File: src/rtl/mult_add_tree_pkg.sv
// Shared helpers for the mult_add_tree pipeline: latency and the per-stage
// add/multiply rules. Define MULT_ADD_TREE_SATURATE_EN to clamp instead of wrap.
package mult_add_tree_pkg;

  // Widest operand the helpers carry; the top rejects wider WIDTH values.
  localparam int MAX_W = 64;

  function automatic int latency(input int num_inputs);
    return 2 + $clog2(num_inputs / 2);
  endfunction

  function automatic logic [MAX_W-1:0] width_mask(input int width);
    return (width >= MAX_W) ? {MAX_W{1'b1}} : ((MAX_W'(1) << width) - MAX_W'(1));
  endfunction

  function automatic logic [MAX_W-1:0] sat_add(input logic [MAX_W-1:0] a,
                                               input logic [MAX_W-1:0] b,
                                               input int width);
`ifdef MULT_ADD_TREE_SATURATE_EN
    logic [MAX_W:0] s;
    s = {1'b0, a} + {1'b0, b};
    return (s > {1'b0, width_mask(width)}) ? width_mask(width) : s[MAX_W-1:0];
`else
    return (a + b) & width_mask(width);
`endif
  endfunction

  function automatic logic [MAX_W-1:0] sat_mul(input logic [MAX_W-1:0] a,
                                               input logic [MAX_W-1:0] b,
                                               input int width);
`ifdef MULT_ADD_TREE_SATURATE_EN
    logic [2*MAX_W-1:0] p;
    p = (2*MAX_W)'(a) * (2*MAX_W)'(b);
    return (p > (2*MAX_W)'(width_mask(width))) ? width_mask(width) : p[MAX_W-1:0];
`else
    return (a * b) & width_mask(width);
`endif
  endfunction

endpackage

File: src/rtl/mult_add_tree_level.sv
// One registered reduction level of the adder tree: N packed inputs in,
// N/2 pairwise sums out, updated only when the pipeline advances.
module mult_add_tree_level
  import mult_add_tree_pkg::*;
#(
  parameter int WIDTH = 16,
  parameter int N     = 4
) (
  input  logic                     clk,
  input  logic                     rst,
  input  logic                     i_adv,
  input  logic [N*WIDTH-1:0]       i_data,
  output logic [(N/2)*WIDTH-1:0]   o_sum
);

  logic [(N/2)*WIDTH-1:0] w_sum;
  logic [(N/2)*WIDTH-1:0] r_sum;

  always_comb begin
    // NOTE: default first so no path through the block leaves w_sum unassigned (no latch).
    w_sum = '0;
    for (int j = 0; j < N / 2; j++) begin
      w_sum[j*WIDTH +: WIDTH] = WIDTH'(sat_add(MAX_W'(i_data[(2*j)*WIDTH +: WIDTH]),
                                               MAX_W'(i_data[(2*j+1)*WIDTH +: WIDTH]),
                                               WIDTH));
    end
  end

  // NOTE: non-blocking so every level samples its neighbour's pre-edge value.
  always_ff @(posedge clk or posedge rst) begin
    if (rst)        r_sum <= '0;
    else if (i_adv) r_sum <= w_sum;
  end

  assign o_sum = r_sum;

endmodule

File: src/rtl/mult_add_tree.sv
// Pipelined multiply-add tree with valid/ready handshake and whole-pipeline stall.
// Define MULT_ADD_TREE_SATURATE_EN for per-stage unsigned saturation.
module mult_add_tree
  import mult_add_tree_pkg::*;
#(
  parameter int WIDTH      = 16,
  parameter int NUM_INPUTS = 8
) (
  input  logic             clk,
  input  logic             rst,
  input  logic [WIDTH-1:0] in [NUM_INPUTS],
  input  logic             valid_in,
  output logic             ready_out,
  output logic [WIDTH-1:0] out,
  output logic             valid_out,
  input  logic             ready_in
);

  localparam int NPROD   = NUM_INPUTS / 2;
  localparam int LEVELS  = $clog2(NPROD);
  localparam int LATENCY = latency(NUM_INPUTS);

  if (NUM_INPUTS < 2 || (NUM_INPUTS & (NUM_INPUTS - 1)) != 0) begin : g_bad_num_inputs
    $error("mult_add_tree: NUM_INPUTS must be a power of two >= 2");
  end
  if (WIDTH < 2 || WIDTH > MAX_W) begin : g_bad_width
    $error("mult_add_tree: WIDTH out of range");
  end

  logic                   w_adv;
  logic [WIDTH-1:0]       r_in [NUM_INPUTS];
  logic [NPROD*WIDTH-1:0] w_mult;
  logic [NPROD*WIDTH-1:0] r_mult;
  logic [LATENCY-1:0]     r_valid;

  // A stall only ever comes from a held, unconsumed result at the output.
  assign w_adv     = !r_valid[LATENCY-1] || ready_in;
  assign ready_out = w_adv;
  assign valid_out = r_valid[LATENCY-1];

  // NOTE: the operand array is reset too, so no pre-reset data can reach out.
  always_ff @(posedge clk or posedge rst) begin
    if (rst) begin
      for (int i = 0; i < NUM_INPUTS; i++) r_in[i] <= '0;
      r_valid <= '0;
    end else if (w_adv) begin
      for (int i = 0; i < NUM_INPUTS; i++) r_in[i] <= in[i];
      r_valid <= {r_valid[LATENCY-2:0], valid_in};
    end
  end

  always_comb begin
    w_mult = '0;
    for (int i = 0; i < NPROD; i++) begin
      w_mult[i*WIDTH +: WIDTH] = WIDTH'(sat_mul(MAX_W'(r_in[2*i]), MAX_W'(r_in[2*i+1]), WIDTH));
    end
  end

  always_ff @(posedge clk or posedge rst) begin
    if (rst)        r_mult <= '0;
    else if (w_adv) r_mult <= w_mult;
  end

  for (genvar k = 0; k < LEVELS; k++) begin : g_lvl
    localparam int N = NPROD >> k;
    logic [(N/2)*WIDTH-1:0] w_sum;
    if (k == 0) begin : g_first
      mult_add_tree_level #(.WIDTH(WIDTH), .N(N)) u_level (
        .clk   (clk),
        .rst   (rst),
        .i_adv (w_adv),
        .i_data(r_mult),
        .o_sum (w_sum)
      );
    end else begin : g_next
      mult_add_tree_level #(.WIDTH(WIDTH), .N(N)) u_level (
        .clk   (clk),
        .rst   (rst),
        .i_adv (w_adv),
        .i_data(g_lvl[k-1].w_sum),
        .o_sum (w_sum)
      );
    end
  end

  // With two inputs the multiply register is itself the output register.
  if (LEVELS == 0) begin : g_out_mult
    assign out = r_mult;
  end else begin : g_out_tree
    assign out = g_lvl[LEVELS-1].w_sum;
  end

endmodule
File: config.mk
export PLATFORM = sky130hd
export DESIGN_NAME = mult_add_tree
export DESIGN_NICKNAME = d
export VERILOG_FILES = /design/src/rtl/mult_add_tree_pkg.sv /design/src/rtl/mult_add_tree_level.sv /design/src/rtl/mult_add_tree.sv
export SDC_FILE = /design/constraint.sdc
export NUM_CORES = 2
export LEC_CHECK = 0
export BUFFER_PORTS_ARGS = -buffer_cell sky130_fd_sc_hd__buf_2
export CORE_MARGIN = 5
export CORE_UTILIZATION = 64
export CTS_CLUSTER_SIZE = 16
export DETAILED_ROUTE_END_ITERATION = 8
export PLACE_DENSITY = 0.82
export SYNTH_ARGS = -nofsm -noshare
export SYNTH_HDL_FRONTEND = slang
export SYNTH_SLANG_ARGS = --single-unit
File: constraint.sdc
create_clock -name clk -period 12.35 [get_ports clk]
set_clock_uncertainty 0.15 [all_clocks]
set_input_delay 3.705 -clock clk [delete_from_list [all_inputs] [get_ports clk]]
set_output_delay 3.705 -clock clk [all_outputs]
set_load 0.01 [all_outputs]
# Word-level counts from Yosys, hierarchy flattened
# Cells that the tools add are included.
[op_classes] n_mul=4 n_reduce_logical=2 add_sub_neg=3
[ops] op="multiplier 16 x 16 -> 16 bit" n=4
[ops] op="adder 16 bit" n=3
[ops] op="logical NOT 1 bit" n=1
[ops] op="logical OR 1 bit" n=1
[word_totals] elab_cells=21 input_bits=132 regBits=244

# Logic depth before layout (Yosys ltp)
[depth] ltp_word=2 depth_mapped=21

# Modules after synthesis
# Synthesis repeated with hierarchy kept, for this count alone.
[unflattened] hier_cells=3048 hier_area_um2=26858.3
[by_module_without_submodules] mod="mult_add_tree" instances=1 cells_each=2639 area_each_um2=22904.5 seq_area_each_um2=4904.7
[by_module_without_submodules] mod="mult_add_tree_level at g_lvl[0].g_first.u_level" instances=1 cells_each=261 area_each_um2=2568.7 seq_area_each_um2=800.8
[by_module_without_submodules] mod="mult_add_tree_level at g_lvl[1].g_next.u_level" instances=1 cells_each=148 area_each_um2=1385.1 seq_area_each_um2=400.4

# Least setup slack after synthesis
# OpenSTA, ideal clock, no wires.
[synth_timing] path_type="input port to output port" from="input ready_in" to="output ready_out" n_path_buf=2 t_required_ns=8.495 path_slack_ns=3.881 path_stages=4 arrival_ns=4.614 path_cell_list="and2b_2 clkinv_1 clkbuf_1 clkbuf_1"
[synth_via] elab_chain_len=1
[synth_lines] item="start: declaration" line="mult_add_tree.sv:16" text="input logic ready_in"
[synth_lines] item="logical OR 1 bit" line="mult_add_tree.sv:37" text="assign w_adv = !r_valid[LATENCY-1] || ready_in;"
[synth_lines] item="end: declaration" line="mult_add_tree.sv:13" text="output logic ready_out,"
# Every way passes these cells.

# Worst setup path after layout
# Ends and elaborated chain as after synthesis.

==> metrics.md <==
| Metric | Value |
|---|---|
| Status | `complete, no violations` |
| Mapped Nets | `3762` |
| Yosys cell types | `64` |
| Worst Tran Pin Value | `1.20 ns` |
| Root buffer cell | `clkbuf_16` |
| Final Worst Setup Slack | `3.88 ns` |
| Synth area leaders | `fa_1, dfrtp_1, ha_1` |
| PortBufs | `149` |
| Pre-CTS setup slack | `3.91 ns` |
| First-pass GRT wire length | `104000 microns` |
| H-tree Lvls | `1` |
| Total grt overflow | `0` |
| Clock Sinks | `244` |
| Top-Level Pins | `150` |
| GP Congestion | `0.895` |
| Initial antenna violation count | `0` |
| Post-synthesis sequential area ratio | `23.0%` |
| DRC | `0` |
| Tmin final | `8.47 ns` |
| Antenna-violating nets left | `0` |
| Endpoints failing setup | `0` |
| Total wire length | `60700 microns` |
| Ys async rst share | `100%` |
| Synth Flop Type | `dfrtp_1` |
| P&R area growth vs syn | `6.88%` |
| #FFs+latches synth | `244` |
| Min-Delay Path Class | `reg -> reg` |
| Ant diodes | `0` |
| Vias in the first global route | `22.0k` |
| Final HPWL DP | `45900 microns` |
| Worst Setup Path Type | `in -> out` |
| Cell Area, Placed | `27600 sq um` |
| MaxCap Viol Count | `0` |
| Ys Warns | `0` |
| Gr usage total | `27.5%` |
| Worst path required time | `8.49 ns` |
| Max Fclk | `0.118 GHz` |
| Initial Util | `64.8%` |
| Worst slew margin | `19.8%` |
| Commonest non-fill, non-tap cell in the layout | `nand2_1` |
| Fill cell count | `3180` |
| Post-synth EDFFs | `0` |
| RSZ-0062 raised after global routing | `false` |
| Critical path arrival | `4.61 ns` |
| Nets | `3816` |
| Rows | `74` |
| CP Launch Type | `input pin` |
| Final hold vios | `0` |
| Reg clk slew, reported paths | `0.06 ns` |
| Post-Syn Area | `26600 sq um` |
| 1st-iter DRT viols | `1396` |
| Layout cell share with drive strength beyond 1 | `6.95%` |
| Post-DR wirelength/cell | `16.6 microns` |
| Critical path peak fanout | `60` |
| Cts-stage hold buffer count | `0` |
| Post-CTS resize count | `0` |
| Worst-Skew Late Latency | `0.55 ns` |
| Yosys top cell area share | `24.3%` |
| Clock buffer depth | `3` |
| Crit path capture type | `output pin` |
| Avg Vias per Cell | `5.51` |
| Post-Route Setup TNS | `0 ns` |
| Final Cycle Share | `68.5%` |
| DR vias | `20.2k` |
| Syn Area/Cell | `8.68 sq um` |
| Postcts setup bufs | `0` |
| Mapped Cells | `3066` |
| Final instance area | `28400 sq um` |
| Area leader, netlist | `fa_1` |
| CTS tree | `built` |
| Pin count of the biggest net entering global routing | `124` |
| Core Region | `41000 sq um` |
| Most frequent cells in the layout | `nand2_1, inv_1, fa_1` |
| Max Slew Vio Count | `0` |
| Detailed Routing Iterations Pass 1 | `6` |
| CTS buffer count | `27` |
| Die height | `214 microns` |
| DIE WIDTH | `214 microns` |
| Die area | `45700 sq um` |
-- layer usage --
| metal | share of wire (%) | global-route usage, % |
|---|---|---|
| met5 | 0 | 0 |
| met4 | 3.4 | 9.19 |
| met3 | 6.4 | 3.82 |
| met1 | 40 | 36.0 |
| met2 | 50 | 47.7 |
-- sequential cells by signal, summed over array words and instances, names as in the netlist --
signal                       flops
g_lvl.g_first.u_level.o_sum     32
g_lvl.g_next.u_level.o_sum      16
r_valid                          4
r_mult                          64
r_in                           128
-- synthesized netlist by cell type (12+ instances only) --
master	n
and2_1	262
nand3_1	12
o21ai_0	50
xnor2_1	135
a31oi_1	12
nor2_1	76
a21o_1	24
a21oi_1	94
ha_1	241
fa_1	323
dfrtp_1	244
o21ai_1	21
nand2_1	796
nor3_1	12
xor2_1	53
inv_1	460
o21a_1	18
clkbuf_1	115
-- cell type report --
| type | instances | area [sq um] | area share, % |
|---|---|---|---|
| clock buffer | 39 | 791 | 2.78 |
| sequential | 244 | 6110 | 21.5 |
| tap | 532 | 666 | 2.34 |
| multi-input combinational | 2231 | 18200 | 64.2 |
| timing repair buffer | 155 | 791 | 2.78 |
| inverter | 461 | 1750 | 6.14 |
| clock inverter | 6 | 86.3 | 0.304 |
-- cell families (layout without fill, tap and decap cells) --
| kind of cell | count (synthesis) | in the layout | synth area share (%) |
|---|---|---|---|
| xor gates and xnor gates | 188 | 188 | 6.19 |
| AOI/OAI and AO/OA | 277 | 277 | 6.62 |
| adders and majority gates | 564 | 564 | 35.6 |
| and+or+nand+nor | 1196 | 1196 | 19.9 |
| muxes | 6 | 6 | 0.240 |
| buffers and inverters | 591 | 661 | 8.46 |
| DFF | 244 | 244 | 23.0 |
-- per-stage QoR --
| step | util, % | instances | hold WS (ns) |
|---|---|---|---|
| finish | 69.3 | 3668 | 0.320 |
| global route | 69.3 | 3668 | 0.346 |
| CTS | 69.3 | 3668 | 0.326 |
| detailed placement | 67.2 | 3623 | 0.310 |
| global placement | 67.2 | 3623 | 0.304 |
| floorplan | - | 3066 | 0.280 |
-- worst max-delay path: stages --
cell,delay [ns]
buf_2,0.09
and2b_4,0.40
inv_8,0.16
buf_2,0.20
-- path summary, 6_finish.rpt --
kind                                                endpoint  cells after the start                        startpoint  slack [ns]
setup / recovery                                   ready_out                      4                          ready_in        3.88
hold / removal              g_lvl[1].g_next.u_level.o_sum[0]                      2  g_lvl[1].g_next.u_level.o_sum[0]        0.32
setup reg to reg                                  r_mult[15]                     16                          r_in[97]        6.49
hold reg to reg             g_lvl[1].g_next.u_level.o_sum[0]                      2  g_lvl[1].g_next.u_level.o_sum[0]        0.32
max in group asynchronous  g_lvl[0].g_first.u_level.o_sum[7]                      3                               rst        7.43
min in group asynchronous                           r_in[59]                      2                               rst        3.11
Power is left out: the tool's default activity adds up to more than one toggle a clock period on the data nets, which glitch-free logic cannot reach.
